$ cat config.mk
export PLATFORM = sky130hd
export DESIGN_NAME = mfp_gpio_access_arbiter
export DESIGN_NICKNAME = d
export VERILOG_FILES = /design/src/rtl/mfp_gpio_access_arbiter.sv
export SDC_FILE = /design/constraint.sdc
export NUM_CORES = 1
export LEC_CHECK = 0
export ABC_CLOCK_PERIOD_IN_PS = 1850
export CAP_MARGIN = 20
export CORE_MARGIN = 10
export CORE_UTILIZATION = 38
export CTS_BUF_LIST = sky130_fd_sc_hd__clkbuf_4 sky130_fd_sc_hd__clkbuf_8 sky130_fd_sc_hd__clkbuf_16
export CTS_CLUSTER_SIZE = 40
export DETAILED_ROUTE_END_ITERATION = 10
export PLACE_DENSITY = 0.82
export REMOVE_ABC_BUFFERS = 1
export SLEW_MARGIN = 20
export SYNTH_ARGS = -nofsm -noshare
export SYNTH_HDL_FRONTEND = slang
export SYNTH_SLANG_ARGS = --single-unit
$ cat constraint.sdc
create_clock -name HCLK -period 1.85 [get_ports HCLK]
set_clock_uncertainty 0.1 [all_clocks]
set_input_delay 0.2775 -clock HCLK [delete_from_list [all_inputs] [get_ports HCLK]]
set_output_delay 0.2775 -clock HCLK [all_outputs]
set_load 0.05 [all_outputs]
$ cat src/rtl/mfp_gpio_access_arbiter.sv
// AHB-Lite master sharing the GPIO slave between two req/ack requesters, round-robin.
// Each transaction is IDLE->ADDR->DATA->ACK; all outputs are registered.
module mfp_gpio_access_arbiter #(
  parameter logic [31:0] BASE_ADDR = 32'h1F800000
) (
  input  logic        HCLK,
  input  logic        HRESETn,
  input  logic        req0,
  input  logic        req1,
  input  logic        write0,
  input  logic        write1,
  input  logic [3:0]  ionum0,
  input  logic [3:0]  ionum1,
  input  logic [31:0] wdata0,
  input  logic [31:0] wdata1,
  output logic        ack0,
  output logic        ack1,
  output logic [31:0] rdata,
  output logic        err,
  output logic [31:0] HADDR,
  output logic [1:0]  HTRANS,
  output logic        HWRITE,
  output logic [2:0]  HSIZE,
  output logic [2:0]  HBURST,
  output logic        HSEL,
  output logic [31:0] HWDATA,
  input  logic [31:0] HRDATA,
  input  logic        HREADY,
  input  logic        HRESP
);

  typedef enum logic [1:0] {S_IDLE, S_ADDR, S_DATA, S_ACK} state_e;

  localparam logic [1:0] TR_IDLE   = 2'b00;
  localparam logic [1:0] TR_NONSEQ = 2'b10;

  state_e      state_q, state_d;
  logic        last_grant_q, last_grant_d;
  logic        gnt_q, gnt_d;
  logic [31:0] wd_q, wd_d;
  logic [31:0] haddr_q, haddr_d;
  logic [1:0]  htrans_q, htrans_d;
  logic        hsel_q, hsel_d;
  logic        hwrite_q, hwrite_d;
  logic [31:0] hwdata_q, hwdata_d;
  logic        ack0_q, ack0_d;
  logic        ack1_q, ack1_d;
  logic [31:0] rdata_q, rdata_d;
  logic        err_q, err_d;
  logic        pick;

  always_comb begin
    state_d      = state_q;
    last_grant_d = last_grant_q;
    gnt_d        = gnt_q;
    wd_d         = wd_q;
    haddr_d      = haddr_q;
    htrans_d     = htrans_q;
    hsel_d       = hsel_q;
    hwrite_d     = hwrite_q;
    hwdata_d     = hwdata_q;
    ack0_d       = 1'b0;
    ack1_d       = 1'b0;
    rdata_d      = rdata_q;
    err_d        = err_q;
    pick         = 1'b0;

    case (state_q)
      S_IDLE: begin
        if (req0 || req1) begin
          // Tie goes to whoever was not served last.
          pick         = (req0 && req1) ? ~last_grant_q : req1;
          last_grant_d = pick;
          gnt_d        = pick;
          wd_d         = pick ? wdata1 : wdata0;
          hwrite_d     = pick ? write1 : write0;
          haddr_d      = BASE_ADDR | {26'd0, (pick ? ionum1 : ionum0), 2'b00};
          htrans_d     = TR_NONSEQ;
          hsel_d       = 1'b1;
          state_d      = S_ADDR;
        end
      end
      S_ADDR: begin
        if (HREADY) begin
          htrans_d = TR_IDLE;
          hsel_d   = 1'b0;
          hwdata_d = wd_q;
          state_d  = S_DATA;
        end
      end
      S_DATA: begin
        if (HREADY) begin
          if (!hwrite_q) rdata_d = HRDATA;
          err_d   = HRESP;
          ack0_d  = ~gnt_q;
          ack1_d  = gnt_q;
          state_d = S_ACK;
        end
      end
      S_ACK: begin
        state_d = S_IDLE;
      end
      default: state_d = S_IDLE;
    endcase
  end

  always_ff @(posedge HCLK or negedge HRESETn) begin
    if (!HRESETn) begin
      state_q      <= S_IDLE;
      last_grant_q <= 1'b1;
      gnt_q        <= 1'b0;
      wd_q         <= 32'd0;
      haddr_q      <= 32'd0;
      htrans_q     <= TR_IDLE;
      hsel_q       <= 1'b0;
      hwrite_q     <= 1'b0;
      hwdata_q     <= 32'd0;
      ack0_q       <= 1'b0;
      ack1_q       <= 1'b0;
      rdata_q      <= 32'd0;
      err_q        <= 1'b0;
    end else begin
      state_q      <= state_d;
      last_grant_q <= last_grant_d;
      gnt_q        <= gnt_d;
      wd_q         <= wd_d;
      haddr_q      <= haddr_d;
      htrans_q     <= htrans_d;
      hsel_q       <= hsel_d;
      hwrite_q     <= hwrite_d;
      hwdata_q     <= hwdata_d;
      ack0_q       <= ack0_d;
      ack1_q       <= ack1_d;
      rdata_q      <= rdata_d;
      err_q        <= err_d;
    end
  end

  assign HADDR  = haddr_q;
  assign HTRANS = htrans_q;
  assign HWRITE = hwrite_q;
  assign HSIZE  = 3'b010;
  assign HBURST = 3'b000;
  assign HSEL   = hsel_q;
  assign HWDATA = hwdata_q;
  assign ack0   = ack0_q;
  assign ack1   = ack1_q;
  assign rdata  = rdata_q;
  assign err    = err_q;

endmodule

==> results.yml <==
outcome:
  status: "finished, final reports clean"
route:
  drt_iter0_drc: 134
  via_count: 3659
  wl_per_cell_um: 18.0
  ant_nets: 0
  wl_mm: 14.0
  drc_errors: 0
  drt_pass1_iterations: 4
  drt-vias-per-instance: 4.72
global_routing:
  track_usage_pct: 15.5
  grt_max_degree: 111
  grt_pass1_vias: 3999
  antenna_found_initial: 0
  grt_overflow_total: 0
  grt_pass1_wl_mm: 21.8
worst_setup_path:
  arrival_ns: 1.93
  startpoint_type: "flip-flop"
  timing.critical_path.from: "state_q[0]"
  crit_required_ns: 1.99
  r2r-start: "state_q[0]"
  worstSetupPathType: "flip-flop to flip-flop"
  r2r_end: "rdata[1]"
  cp_max_fo: 16
  r2r_setup_slack_ns: 0.06
  worst_setup_path_end_kind: "flip-flop"
  r2r_cells: 6
  endpoint: "rdata[1]"
clock_network:
  htreeDepth: 3
  cts_root_buf: "clkbuf_16"
  cts_setup_buffers: 0
  cts_buffers: 9
  cts_tree: "done"
  insertion_delay_ns: 0.35
  clk_pin_slew_ns: 0.07
  clk_path_buf_depth: 2
  cts.sinks: 110
synth:
  synth_cells: 412
  synth_seq_cells: 110
  avgSynthCellArea_um2: 11.8
  ys_types: 28
  ys_warn_count: 0
  yosysSeqAreaShare_pct: 56.8
  synthesis.area_um2: 4850
cells_and_area:
  final_cell_mix: "clkdlybuf4s50_1, dfrtp_1, buf_4, a21oi_1, nand2_1"
  final_common_cell: "clkdlybuf4s50_1"
  syn_to_final_growth_pct: 45.8
  final_nets: 714
  drive_above_1_share_pct: 30.8
  n_antenna_cell: 0
sta:
  setup_ws_ns: 0.0625
  rsz0062_at_grt: "no"
  maxSlewHeadroom_pct: 60.5
  setup_violations: 0
  tns_ns: 0
  period_minus_slack_ns: 1.79
  finalMaxSlewViolations: 0
  fmax_mhz: 559
  finalHoldViolCount: 0
  fin_crit_sh_pct: 96.6
  tightest_slew_ns: 0.592
die:
  die_y_um: 133
  core_area_um2: 12600
  chipWidth_um: 133
  die_area_um2: 17700
  io_pins: 221
  row_count: 41
  initial_core_util_pct: 38.6
place:
  dp_hpwl_mm: 10.5
  place.gp.congestion: 0.803
  dp_slack_ns: -0.0418
  port_buffers: 191
hold_path:
  hp-class: "primary input to flip-flop"
run:
  max_cap_violations: 0
pwr:
  powerDensity_nw_per_um2: 1990
  ir_drop_uv: 1170
  leakage_nw: 3.28
-- cell usage after synthesis --
cell type  count  area share, %
o21a_1         1           0.15
o311ai_0       1           0.18
buf_4         36            5.6
a21boi_1       1           0.15
dfrtp_1      109             56
and3_1         1           0.13
a2bb2oi_1      1           0.18
nand2b_1       1           0.13
buf_2         15            1.5
o21ai_0        1           0.10
nor2_1        40            3.1
a31oi_1        1           0.13
dfstp_2        1           0.54
a21oi_1       75            7.7
nor2b_1        1           0.13
nand2_1       41            3.2
conb_1         2           0.15
mux2_4        30            9.3
mux2_2        36            8.4
buf_6          4           0.93
inv_1          2           0.15
o21ai_1        1           0.10
or2_1          1           0.13
clkbuf_1       4           0.31
a21bo_2        1           0.21
o32a_1         1           0.21
a22o_1         1           0.18
ha_1           3           0.77
-- layer usage --
metal	vias to the layer above	track usage (%)	wire [um]
met2	186	25.5	6840
met3	9	7.46	1390
met5	-	0	0
met1	1773	17.6	5610
li1	1691	-	-
met4	0	3.91	148
-- logic make-up (layout without fill, tap and decap cells) --
family	Yosys count	after routing	share of synthesized area [%]
buffers and inverters	61	226	8.51
other	2	29	0.155
AOI/OAI and AO/OA	85	85	9.34
muxes	66	66	17.6
and+or+nand+nor	85	85	6.79
DFF	110	110	56.8
adders and majority gates	3	3	0.774
-- power by group --
part           total, mW  switching, mW  internal [mW]
sequential          4.33          0.701           3.63
combinational       7.57           4.76           2.82
clock               2.14          0.880           1.26
total               14.0           6.34           7.70
-- critical path, stage by stage (launching register included) --
cell       delay, ns
dfrtp_1         0.40
inv_1           0.10
ha_2            0.22
nand2_1         0.07
or2_4           0.27
clkbuf_16       0.20
mux2_4          0.31
-- state kept, by name, indices dropped and copies added, names as in the netlist --
register and flops:
HWRITE 1, state_q 2, ack1 1, HADDR 5
ack0 1, HWDATA 32, gnt_q 1, rdata 32
last_grant_q 1, HTRANS 1, err 1, wd_q 32
-- cell type report --
type,instances,area [um2]
tap,172,215
fill,1047,5500
clock buffer,11,253
clock inverter,5,81.3
sequential,110,2750
inverter,2,7.51
timing repair buffer,208,1940
multi-input combinational,268,1810
-- stage by stage --
stage | cell area, um2 | hold WS [ns] | std cells | util [%] | power (mW)
2_1_floorplan | 4550 | -0.118 | 380 | - | 9.31
3_3_place_gp | 6690 | 0.293 | 758 | 53.3 | 11.7
3_5_place_dp | 6690 | 0.310 | 758 | 53.3 | 12.0
4_1_cts | 7040 | 0.343 | 775 | 56.0 | 14.2
5_1_grt | 7070 | 0.352 | 776 | 56.2 | 14.8
6_report | 7070 | 0.359 | 776 | 56.2 | 14.0
-- what timing repair did --
item,4_1_cts,5_1_grt
gates resized for setup,1,2
gates cloned,0,1
endpoints found under the setup margin,14,34
endpoints found under the hold margin,109,0
hold buffers,1,0
-- worst min path at each step --
stage                         start   endpoint  slack [ns]  depth (start not counted)
after global placement      HRESETn  rdata[16]        0.29                          2
final                     wdata0[8]    wd_q[8]        0.36                          3
after CTS                 wdata0[7]    wd_q[7]        0.34                          3
after detailed placement    HRESETn  rdata[11]        0.31                          2
after global routing      wdata0[7]    wd_q[7]        0.35                          3
after floorplan             HRESETn  HADDR[23]       -0.12                          0
(Power assumes the default switching activity.)
